## config.mk

```make
export PLATFORM = sky130hd
export DESIGN_NAME = fifo_buffer
export DESIGN_NICKNAME = d
export VERILOG_FILES = /design/src/rtl/fifo_buffer.sv
export SDC_FILE = /design/constraint.sdc
export NUM_CORES = 1
export LEC_CHECK = 0
export BUFFER_PORTS_ARGS = -buffer_cell sky130_fd_sc_hd__buf_2
export CAP_MARGIN = 20
export CELL_PAD_IN_SITES_DETAIL_PLACEMENT = 1
export CELL_PAD_IN_SITES_GLOBAL_PLACEMENT = 2
export CORE_MARGIN = 1.5
export CORE_UTILIZATION = 43
export CTS_CLUSTER_DIAMETER = 100
export CTS_CLUSTER_SIZE = 24
export DETAILED_ROUTE_END_ITERATION = 10
export PLACE_DENSITY_LB_ADDON = 0.1
export SLEW_MARGIN = 20
export SYNTH_ARGS = -nofsm -noshare
export SYNTH_HDL_FRONTEND = slang
export SYNTH_SLANG_ARGS = --single-unit
```

## constraint.sdc

```tcl
create_clock -name clk -period 3 [get_ports clk]
set_clock_uncertainty 0.2 [all_clocks]
set_input_delay 0.3 -clock clk [delete_from_list [all_inputs] [get_ports clk]]
set_output_delay 0.3 -clock clk [all_outputs]
set_load 0.05 [all_outputs]
```

## src/rtl/fifo_buffer.sv

```systemverilog
// fifo_buffer: circular-buffer FIFO with registered read, occupancy flags and sticky error tracking.
module fifo_buffer #(
  parameter int DATA_W = 8,
  parameter int DEPTH  = 8
) (
  input  logic                       clk,
  input  logic                       rst_n,
  input  logic                       push,
  input  logic [DATA_W-1:0]          wr_data,
  input  logic                       pop,
  output logic [DATA_W-1:0]          rd_data,
  output logic                       rd_valid,
  output logic                       fifo_full,
  output logic                       fifo_empty,
  output logic [$clog2(DEPTH):0]     count,
  output logic                       overflow,
  output logic                       underflow,
  output logic                       err_sticky,
  input  logic                       clr_err
);
  localparam int AW = $clog2(DEPTH);
  localparam int CW = AW + 1;
  logic [DATA_W-1:0] mem [DEPTH];
  logic [AW-1:0] wp, rp;
  logic push_ok, pop_ok, ovf_ev, unf_ev;
  logic [CW-1:0] cnt_n;
  always_comb begin
    push_ok = push & (~fifo_full | pop);
    pop_ok  = pop & ~fifo_empty;
    ovf_ev  = push & fifo_full & ~pop;
    unf_ev  = pop & fifo_empty;
    cnt_n   = count + CW'(push_ok) - CW'(pop_ok);
  end
  always_ff @(posedge clk)
    if (push_ok) mem[wp] <= wr_data;
  always_ff @(posedge clk or negedge rst_n) begin
    if (!rst_n) begin
      wp         <= '0;
      rp         <= '0;
      count      <= '0;
      fifo_full  <= 1'b0;
      fifo_empty <= 1'b1;
      rd_data    <= '0;
      rd_valid   <= 1'b0;
      overflow   <= 1'b0;
      underflow  <= 1'b0;
      err_sticky <= 1'b0;
    end else begin
      wp         <= push_ok ? wp + AW'(1) : wp;
      rp         <= pop_ok ? rp + AW'(1) : rp;
      rd_data    <= pop_ok ? mem[rp] : rd_data;
      rd_valid   <= pop_ok;
      count      <= cnt_n;
      fifo_full  <= cnt_n == CW'(DEPTH);
      fifo_empty <= cnt_n == '0;
      overflow   <= ovf_ev;
      underflow  <= unf_ev;
      // a new error outranks a simultaneous clear
      err_sticky <= ovf_ev | unf_ev | (err_sticky & ~clr_err);
    end
  end
endmodule

```

# Word level (Yosys, flattened, before mapping)
# Memory sizes are Yosys's and may differ from the RTL's. A register that Yosys moved wholly into a read port is not among the register bits.
# Cells that the tools add are included.
[word_totals] ff_bits=16 latchBits=0 ramBits=64 rom_bits=0 inputBits=13 output_inout_bits=18 word_cells=32 mem_count=1
[op_classes] add_sub_neg=4 mul=0 div_mod_pow=0 order_cmp=0 n_eq_ne=1 n_shift=0 n_mux=2 bitwise=13 reduce_logical=2
[memory_table] memory="mem" words=8 word_bits=8 read_ports=1 rd_ports_with_merged_regs=1 write_ports=1 line_no="23" source="logic [DATA_W-1:0] mem [DEPTH];"
[ops] operator="3-bit by 1-bit adder with 3-bit output, second input constant" count=2
[ops] operator="1-bit AND" count=6
[ops] operator="4-bit by 1-bit adder with 4-bit output" count=1
[ops] operator="4-bit equality test, second input constant" count=1
[ops] operator="4-bit logical NOT" count=1
[ops] operator="1-bit inverter" count=4
[ops] operator="4-bit by 1-bit subtractor with 4-bit output" count=1
[ops] operator="1-bit OR" count=3
[ops] operator="1-bit 2-to-1 mux" count=2
[ops] operator="1-bit logical NOT" count=1

# Longest topological paths before layout
# Gate-level depths: netlist of the first run.
[depth] word_depth=6 ltp_mapped=10 depth_no_buf=9

# Least setup slack after synthesis of the first run
# OpenSTA, ideal clock, no wires.
[synth_path] path_type="register to register" from="register fifo_empty" to="register fifo_full" setup_ns=0.073 arrival_ns=2.443 t_required_ns=2.727 path_slack_ns=0.284 path_stages_with_launch=11 path_cell_list="dfstp_2 nand2b_1 inv_1 buf_4 ha_1 inv_1 ha_1 fa_1 xor2_1 or3_1 nor2b_1"
[synth_via] elab_chain_cells=4
[synth_rtl] item="from (decl)" line_no="14" source="output logic fifo_empty,"
[synth_rtl] item="from (signal assigned)" line_no="42" source="fifo_empty <= 1'b1;"
[synth_rtl] item="from (signal assigned)" line_no="55" source="fifo_empty <= cnt_n == '0;"
[synth_rtl] item="1-bit inverter" line_no="29" source="pop_ok = pop & ~fifo_empty;"
[synth_rtl] item="1-bit AND" line_no="29"
[synth_rtl] item="named net pop_ok" line_no="25" source="logic push_ok, pop_ok, ovf_ev, unf_ev;"
[synth_rtl] item="4-bit by 1-bit subtractor with 4-bit output" line_no="32" source="cnt_n = count + CW'(push_ok) - CW'(pop_ok);"
[synth_rtl] item="named net cnt_n[2]" line_no="26" source="logic [CW-1:0] cnt_n;"
[synth_rtl] item="4-bit equality test" line_no="54" source="fifo_full <= cnt_n == CW'(DEPTH);"
[synth_rtl] item="to (signal assigned)" line_no="54"
[synth_rtl] item="to (decl)" line_no="13" source="output logic fifo_full,"
# The timed path passes the listed nets, and every way through them passes these cells.
# A chain may end at the register's enable or synchronous reset.

# Worst setup path in the final report of the first run
[layout_path] from="input push" to="register fifo_full"
[layout_via] elab_chain_cells=4
[layout_rtl] item="from (decl)" line_no="8" source="input logic push,"
[layout_rtl] item="1-bit AND" line_no="28" source="push_ok = push & (~fifo_full | pop);"
[layout_rtl] item="4-bit by 1-bit adder with 4-bit output" line_no="32"
[layout_rtl] item="4-bit by 1-bit subtractor with 4-bit output" line_no="32"
[layout_rtl] item="named net cnt_n[2]" line_no="26"
[layout_rtl] item="4-bit equality test" line_no="54"
# The timed path passes the listed nets, and every way through them passes these cells.

==> qor.json, run 1 <==
{
  "report.power.total": {"value": 3.905, "unit": "mW"},
  "rsz0062_at_grt": {"value": "no"},
  "cts_tree": {"value": "built"},
  "drt_first_pass_iters": {"value": 4},
  "tightest_slew": {"value": 825.0, "unit": "ps"},
  "fmaxAchievable": {"value": 386.8, "unit": "MHz"},
  "drive_above_1_share": {"value": 0.2250},
  "finalNetCount": {"value": 295},
  "placementRows": {"value": 32},
  "synthesis.yosys.warnings": {"value": 0},
  "max-clock-path-buffers": {"value": 2},
  "wl": {"value": 7235, "unit": "µm"},
  "first_global_vias": {"value": 1973},
  "slew-limit-headroom": {"value": 0.4489},
  "cts_htree_levels": {"value": 3},
  "worst_path_most_repeated_cell": {"value": "ha_1"},
  "critPathSlowestCell": {"value": "dlygate4sd3_1"},
  "p_leak": {"value": 1.649, "unit": "nW"},
  "dieHeight": {"value": 93.46, "unit": "µm"},
  "cp-start-kind": {"value": "input port"},
  "largest_net_degree_at_the_start_of_global_routing": {"value": 25},
  "design.core.area": {"value": 7807, "unit": "µm²"},
  "area_growth": {"value": 14.72, "unit": "%"},
  "share_clk_of_total_power": {"value": 0.193},
  "layout_min_cycle_time": {"value": 2585, "unit": "ps"},
  "net-switching-power": {"value": 1.520, "unit": "mW"},
  "cts_buffers": {"value": 9},
  "hold_viol": {"value": 0},
  "pwr-share-comb": {"value": 0.366},
  "timing.setup.critical_path_class": {"value": "in2reg"},
  "antenna-diode-count": {"value": 0},
  "die_width": {"value": 93.46, "unit": "µm"},
  "place_hpwl": {"value": 4576, "unit": "µm"},
  "cp.arrival": {"value": 2670, "unit": "ps"},
  "highest_fanout_seen_on_the_critical_path": {"value": 4},
  "gp_congestion": {"value": 0.6750},
  "cell_at_the_root_of_the_clock_tree": {"value": "clkbuf_8"},
  "intPower": {"value": 2.385, "unit": "mW"},
  "detail_route.wl_per_cell": {"value": 18.94, "unit": "µm"},
  "tns": {"value": 0, "unit": "ps"},
  "postLayoutCoreUtil": {"value": 0.5170},
  "cp.required": {"value": 3090, "unit": "ps"},
  "min_period_over_period": {"value": 0.8617},
  "cts.sinks": {"value": 88},
  "worst_min_delay_path_category": {"value": "in2reg"},
  "wire_length_of_the_first_global_routing_pass": {"value": 11200, "unit": "µm"},
  "clock_insertion_delay_worst_skew": {"value": 350, "unit": "ps"},
  "cell_area_after_technology_mapping": {"value": 3518, "unit": "µm²"},
  "clkTransAtPathRegs": {"value": 90, "unit": "ps"},
  "max-vdd-ir-drop": {"value": 335.5, "unit": "µV"},
  "final_max_slew_viol_count": {"value": 0},
  "initialDrtViolationCount": {"value": 68},
  "syn-mean-instance-area": {"value": 15.64, "unit": "µm²"},
  "share_seq_of_total_power": {"value": 0.440},
  "post_synthesis_instance_total": {"value": 225},
  "synth-seq-cells": {"value": 88},
  "antenna_found_initial": {"value": 0},
  "effective_utilization_at_floorplan": {"value": 0.4506},
  "timing.final.setup_violations": {"value": 0},
  "mappedNetlistNets": {"value": 245},
  "drc": {"value": 0},
  "drv.max_cap_violation_count": {"value": 0},
  "power.share.switching": {"value": 0.3893},
  "final.hold.worst_slack": {"value": 13.32, "unit": "ps"},
  "post_cts_resized": {"value": 0},
  "fp.dieArea": {"value": 8734, "unit": "µm²"},
  "num_io_pins": {"value": 31},
  "grt.total_usage": {"value": 0.1847},
  "ys_types": {"value": 29},
  "critical_path.cell_chain": {"value": "dlygate4sd3_1 > buf_2 > nand2_1 > ha_1 > inv_1 > ha_1 > fa_1 > xor2_1 > or3_1 > nor2b_1"},
  "worst_setup_path_end_kind": {"value": "flop"},
  "dr_total_vias": {"value": 1925},
  "grt_remaining_overflow": {"value": 0},
  "timing.critical_path.slowest_cell_delay": {"value": 530, "unit": "ps"},
  "outcome": {"value": "finished, final reports clean"},
  "placement.io_buffers": {"value": 30},
  "power.density_cell_area": {"value": 967.6, "unit": "nW/µm²"},
  "final_antenna_net_count": {"value": 0},
  "vias_per_cell": {"value": 5.039},
  "synth_sequential_area_ratio": {"value": 0.7173}
}
[per-stage QoR]
stage | worst slack, ps | instances | area (µm²)
after global routing | 325.6 | 382 | 4036
after global placement | 525.4 | 361 | 3805
after detailed placement | 427.7 | 361 | 3805
final | 414.8 | 382 | 4036
after floorplan | 284.2 | 225 | 3518
after CTS | 418.5 | 382 | 4036
[placed cells by master (no fill, tap or decap), types with 2 or more instances in the layout]
| cell | netlist | final |
|---|---|---|
| edfxtp_1 | 64 | 64 |
| mux2i_1 | 32 | 32 |
| buf_2 | 2 | 30 |
| nand2_1 | 24 | 24 |
| dfrtp_1 | 23 | 22 |
| a22oi_1 | 16 | 16 |
| buf_4 | 1 | 13 |
| nand3_1 | 10 | 10 |
| clkbuf_8 | 0 | 10 |
| nor2_1 | 9 | 9 |
| inv_1 | 7 | 7 |
| ha_1 | 6 | 6 |
| xnor2_1 | 5 | 5 |
| dlygate4sd3_1 | 0 | 5 |
| nand2b_1 | 3 | 3 |
| nor2b_1 | 3 | 3 |
| clkinvlp_4 | 0 | 3 |
| nor3_1 | 2 | 2 |
| and2_1 | 2 | 2 |
[cell families after synthesis]
group / synth area share
fa+ha+maj: 0.02703
mux: 0.09424
simple gates: 0.07326
buf+inv: 0.03307
flops: 0.7173
compound gates: 0.04019
xor+xnor: 0.01494
[layer usage]
| metal | GRT usage | vias up | part of all wire |
|---|---|---|---|
| met3 | 0.03415 | 10 | 0.041 |
| met1 | 0.2654 | 959 | 0.48 |
| met4 | 0.07955 | 0 | 0.015 |
| met5 | 0 | - | 0 |
| li1 | - | 923 | - |
| met2 | 0.2742 | 33 | 0.46 |
[cell type report]
| type | count | area (µm²) |
|---|---|---|
| inverters | 7 | 26.28 |
| flip-flops and latches | 88 | 2525 |
| well taps | 102 | 127.6 |
| clock buffers | 11 | 141.4 |
| clock inverters | 5 | 40.04 |
| multi-input cells | 121 | 878.3 |
| repair buffers | 48 | 297.8 |
| fillers | 777 | 3771 |
[power by group through the flow]
stage / logic, mW / clock network (mW) / registers [mW]
6_report: 1.43 / 0.756 / 1.72
3_5_place_dp: 1.44 / 0 / 1.75
5_1_grt: 1.56 / 0.829 / 1.76
4_1_cts: 1.44 / 0.779 / 1.72
2_1_floorplan: 0.832 / 0 / 2.01
3_3_place_gp: 1.42 / 0 / 1.73
[critical path: cells and delay by family]
| kind | cells | cell delay, ps |
|---|---|---|
| xor+xnor | 1 | 170 |
| fa+ha+maj | 3 | 890 |
| buf+inv | 3 | 700 |
| simple gates | 3 | 610 |
[synth_stat cells (all sizes together)]
master,count,share of area
nor2b,3,0.0053
a21o,1,0.0021
buf,7,0.023
and2,2,0.0036
nand2,24,0.026
nor2,9,0.0096
clkbuf,2,0.0028
a211o,1,0.0025
xor2,1,0.0025
nand3,10,0.014
dfrtp,23,0.16
nor3,2,0.0028
mux2i,32,0.091
inv,7,0.0075
a22oi,16,0.034
or3,1,0.0018
or2,1,0.0025
a21oi,1,0.0014
mux2,1,0.0032
ha,6,0.021
fa,1,0.0057
edfxtp,64,0.55
nand2b,4,0.0078
xnor2,5,0.012
dfstp,1,0.0075
[registers in the layout (all words and copies together), names as in the netlist]
signal,flops
err_sticky,1
mem,64
count,4
rd_data,8
wp,3
underflow,1
rd_valid,1
fifo_empty,1
overflow,1
fifo_full,1
rp,3
[worst paths after layout]
| path | slack, ps | cells past startpoint | end | startpoint |
|---|---|---|---|---|
| setup reg to reg | 470 | 9 | fifo_full | fifo_empty |
| hold / removal | 10 | 1 | mem[4][6] | wr_data[6] |
| hold reg to reg | 270 | 2 | rd_data[7] | rd_data[7] |
| max in group asynchronous | 1890 | 2 | rp[0] | rst_n |
| min in group asynchronous | 280 | 2 | rd_data[3] | rst_n |
| setup / recovery | 410 | 10 | fifo_full | push |
[what timing repair did]
item / in CTS / in global routing
hold buffers: 5 / 0
setup buffers: 0 / 0
hold endpoints to repair: 37 / 0
Power figures use the tool's default switching activity.
==> run 2, diff against run 1 <==
--- a/config.mk
+++ b/config.mk
@@ -7,14 +7,15 @@
 export LEC_CHECK = 0
 export BUFFER_PORTS_ARGS = -buffer_cell sky130_fd_sc_hd__buf_2
 export CAP_MARGIN = 20
-export CELL_PAD_IN_SITES_DETAIL_PLACEMENT = 1
-export CELL_PAD_IN_SITES_GLOBAL_PLACEMENT = 2
+export CELL_PAD_IN_SITES_DETAIL_PLACEMENT = 0
+export CELL_PAD_IN_SITES_GLOBAL_PLACEMENT = 1
 export CORE_MARGIN = 1.5
-export CORE_UTILIZATION = 43
+export CORE_UTILIZATION = 49
 export CTS_CLUSTER_DIAMETER = 100
 export CTS_CLUSTER_SIZE = 24
 export DETAILED_ROUTE_END_ITERATION = 10
 export PLACE_DENSITY_LB_ADDON = 0.1
+export SETUP_SLACK_MARGIN = 0.3
 export SLEW_MARGIN = 20
 export SYNTH_ARGS = -nofsm -noshare
 export SYNTH_HDL_FRONTEND = slang
==> qor.json, run 2 (synthesized netlist as in run 1, its figures left out) <==
{
  "fp.dieArea": {"value": 7697, "unit": "µm²", "change": "was 8734 µm²"},
  "vias_per_cell": {"value": 5.008, "change": "was 5.039"},
  "postCtsHoldBufs": {"value": 1, "change": "was 5"},
  "design.core.area": {"value": 6869, "unit": "µm²", "change": "was 7807 µm²"},
  "effective_utilization_at_floorplan": {"value": 0.5122, "change": "was 0.4506"},
  "globalRoute.busiestLayer": {"value": "met2", "change": "unchanged"},
  "area_growth": {"value": 12.73, "unit": "%", "change": "was 14.72%"},
  "layout.cells.most_common": {"value": "edfxtp_1", "change": "unchanged"},
  "worst_r2r_endpoint": {"value": "fifo_empty", "change": "was fifo_full"},
  "first_global_vias": {"value": 1803, "change": "was 1973"},
  "num-fill-cells": {"value": 557, "change": "was 777"},
  "drive_above_1_share": {"value": 0.2271, "change": "was 0.2250"},
  "min_period_over_period": {"value": 0.8437, "change": "was 0.8617"},
  "timing.rr.start": {"value": "fifo_empty", "change": "unchanged"},
  "r2r_cells": {"value": 8, "change": "was 9"},
  "max_flop_register": {"value": "mem", "change": "unchanged"},
  "drc": {"value": 0, "change": "unchanged"},
  "antenna-diode-count": {"value": 0, "change": "unchanged"},
  "cts_buffers": {"value": 9, "change": "unchanged"},
  "fmaxAchievable": {"value": 395.1, "unit": "MHz", "change": "was 386.8 MHz"},
  "max-vdd-ir-drop": {"value": 450.6, "unit": "µV", "change": "was 335.5 µV"},
  "cp.required": {"value": 3090, "unit": "ps", "change": "about the same"},
  "reg2reg_setup_slack": {"value": 470, "unit": "ps", "change": "about the same"},
  "highest_count_cells_in_the_layout_ignoring_fill_and_taps": {"value": "edfxtp_1, mux2i_1, buf_2, nand2_1, dfrtp_1", "change": "unchanged"},
  "grt.total_usage": {"value": 0.1840, "change": "was 0.1847"},
  "cts.sinks": {"value": 88, "change": "unchanged"},
  "power.density_cell_area": {"value": 959.0, "unit": "nW/µm²", "change": "was 967.6 nW/µm²"},
  "clkTransAtPathRegs": {"value": 80, "unit": "ps", "change": "was 90 ps"},
  "antenna_found_initial": {"value": 0, "change": "unchanged"},
  "wl": {"value": 6391, "unit": "µm", "change": "was 7235 µm"},
  "drv.max_cap_violation_count": {"value": 0, "change": "unchanged"},
  "dpl_cell_area": {"value": 3786, "unit": "µm²", "change": "was 3805 µm²"},
  "layout_min_cycle_time": {"value": 2531, "unit": "ps", "change": "was 2585 ps"},
  "grtUsageMet2": {"value": 0.2873, "change": "was 0.2742"},
  "gp_congestion": {"value": 0.7099, "change": "was 0.6750"},
  "slew-limit-headroom": {"value": 0.4292, "change": "was 0.4489"},
  "hold_start": {"value": "wr_data[6]", "change": "unchanged"},
  "cts_htree_levels": {"value": 3, "change": "unchanged"},
  "clock_insertion_delay_worst_skew": {"value": 350, "unit": "ps", "change": "about the same"},
  "pre_cts_ws": {"value": 468.4, "unit": "ps", "change": "was 427.7 ps"},
  "layout_setup_ws": {"value": 468.8, "unit": "ps", "change": "was 414.8 ps"},
  "initialDrtViolationCount": {"value": 88, "change": "was 68"},
  "placementRows": {"value": 30, "change": "was 32"},
  "cell_at_the_root_of_the_clock_tree": {"value": "clkbuf_8", "change": "unchanged"},
  "tightest_slew": {"value": 854.5, "unit": "ps", "change": "was 825.0 ps"},
  "worst_setup_path_end_kind": {"value": "flop", "change": "unchanged"},
  "hold_path_depth": {"value": 1, "change": "unchanged"},
  "destination_of_the_worst_hold_path": {"value": "mem[6][6]", "change": "was mem[4][6]"},
  "final_antenna_net_count": {"value": 0, "change": "unchanged"},
  "num_io_pins": {"value": 31, "change": "unchanged"},
  "finalNetCount": {"value": 288, "change": "was 295"},
  "cts_tree": {"value": "built", "change": "unchanged"},
  "post_cts_resized": {"value": 0, "change": "unchanged"},
  "drt_first_pass_iters": {"value": 4, "change": "unchanged"},
  "outcome": {"value": "finished, final reports clean", "change": "unchanged"},
  "worst_min_delay_path_category": {"value": "in2reg", "change": "unchanged"},
  "placement.io_buffers": {"value": 30, "change": "unchanged"},
  "place_hpwl": {"value": 4100, "unit": "µm", "change": "was 4576 µm"},
  "grtUsageMet1": {"value": 0.2471, "change": "was 0.2654"},
  "wire_length_of_the_first_global_routing_pass": {"value": 9777, "unit": "µm", "change": "was 11200 µm"},
  "dieHeight": {"value": 87.74, "unit": "µm", "change": "was 93.46 µm"},
  "largest_register_ffs": {"value": 64, "change": "unchanged"},
  "hold_viol": {"value": 0, "change": "unchanged"},
  "die_width": {"value": 87.74, "unit": "µm", "change": "was 93.46 µm"},
  "rsz0062_at_grt": {"value": "no", "change": "unchanged"},
  "post_cts_setup_driven_buffer_insertion_count": {"value": 0, "change": "unchanged"},
  "detail_route.wl_per_cell": {"value": 17.32, "unit": "µm", "change": "was 18.94 µm"},
  "highest_fanout_seen_on_the_critical_path": {"value": 11, "change": "was 4"},
  "cp-start-kind": {"value": "flop", "change": "was input port"},
  "timing.final.setup_violations": {"value": 0, "change": "unchanged"},
  "grt_remaining_overflow": {"value": 0, "change": "unchanged"},
  "footprint_of_the_multi_input_gates": {"value": 890.9, "unit": "µm²", "change": "was 878.3 µm²"},
  "final_max_slew_viol_count": {"value": 0, "change": "unchanged"},
  "cp.arrival": {"value": 2620, "unit": "ps", "change": "was 2670 ps"},
  "tns": {"value": 0, "unit": "ps", "change": "unchanged"},
  "dr_total_vias": {"value": 1848, "change": "was 1925"},
  "final-seq-area": {"value": 2524, "unit": "µm²", "change": "was 2525 µm²"},
  "max-clock-path-buffers": {"value": 2, "change": "unchanged"},
  "timing.setup.critical_path_class": {"value": "reg2reg", "change": "was in2reg"},
  "grt_util_met3": {"value": 0.03770, "change": "was 0.03415"},
  "largest_net_degree_at_the_start_of_global_routing": {"value": 35, "change": "was 25"},
  "largest_registers": {"value": "mem x64, rd_data x8, count x4", "change": "unchanged"},
  "finished_layout_cell_area": {"value": 3966, "unit": "µm²", "change": "was 4036 µm²"},
  "p_leak": {"value": 1.619, "unit": "nW", "change": "was 1.649 nW"}
}
run 2: how the worst max path moves through the flow:
stage,cells past startpoint,from,to,slack [ps]
floorplan,9,fifo_empty,fifo_full,310
global placement,8,fifo_empty,fifo_full,510
detailed placement,8,fifo_empty,fifo_empty,470
CTS,8,fifo_empty,fifo_empty,450
global route,8,fifo_empty,fifo_full,300
finish,8,fifo_empty,fifo_empty,470
run 2: per-layer routing:
metal | up-vias | wire [µm]
met5 | - | 0
met4 | 0 | 148
met3 | 14 | 198
met2 | 35 | 3112
met1 | 891 | 2933
li1 | 908 | -
run 2: metrics by stage:
| stage | cells | util | hold slack (ps) | total power [mW] |
|---|---|---|---|---|
| finish | 369 | 0.5774 | 10.03 | 3.804 |
| global route | 369 | 0.5774 | 9.673 | 4.028 |
| CTS | 369 | 0.5774 | 0.7099 | 3.847 |
| detailed placement | 352 | 0.5512 | 125.9 | 3.142 |
| global placement | 352 | 0.5512 | 118.9 | 3.119 |
| floorplan | 225 | - | -195.6 | 2.843 |
run 2: worst max-delay path, cell delays in order, from the launching register on:
cell	delay (ps)
dfstp_2	540
nand2b_4	200
inv_1	90
ha_1	270
inv_1	60
ha_2	180
fa_2	440
or3_1	370
nor2_1	110
run 2: cell type report:
type	instances	area share
well taps	96	0.03028
multi-input cells	121	0.2246
clock buffers	9	0.03123
inverters	7	0.006625
clock inverters	7	0.01167
flip-flops and latches	88	0.6363
repair buffers	41	0.05931
run 2: where the power goes:
group          switching, mW  leakage, nW  internal, mW
Combinational          0.927        0.664         0.484
Clock                  0.410       0.0835         0.300
Sequential             0.129        0.872          1.55
Total                   1.47         1.62          2.34
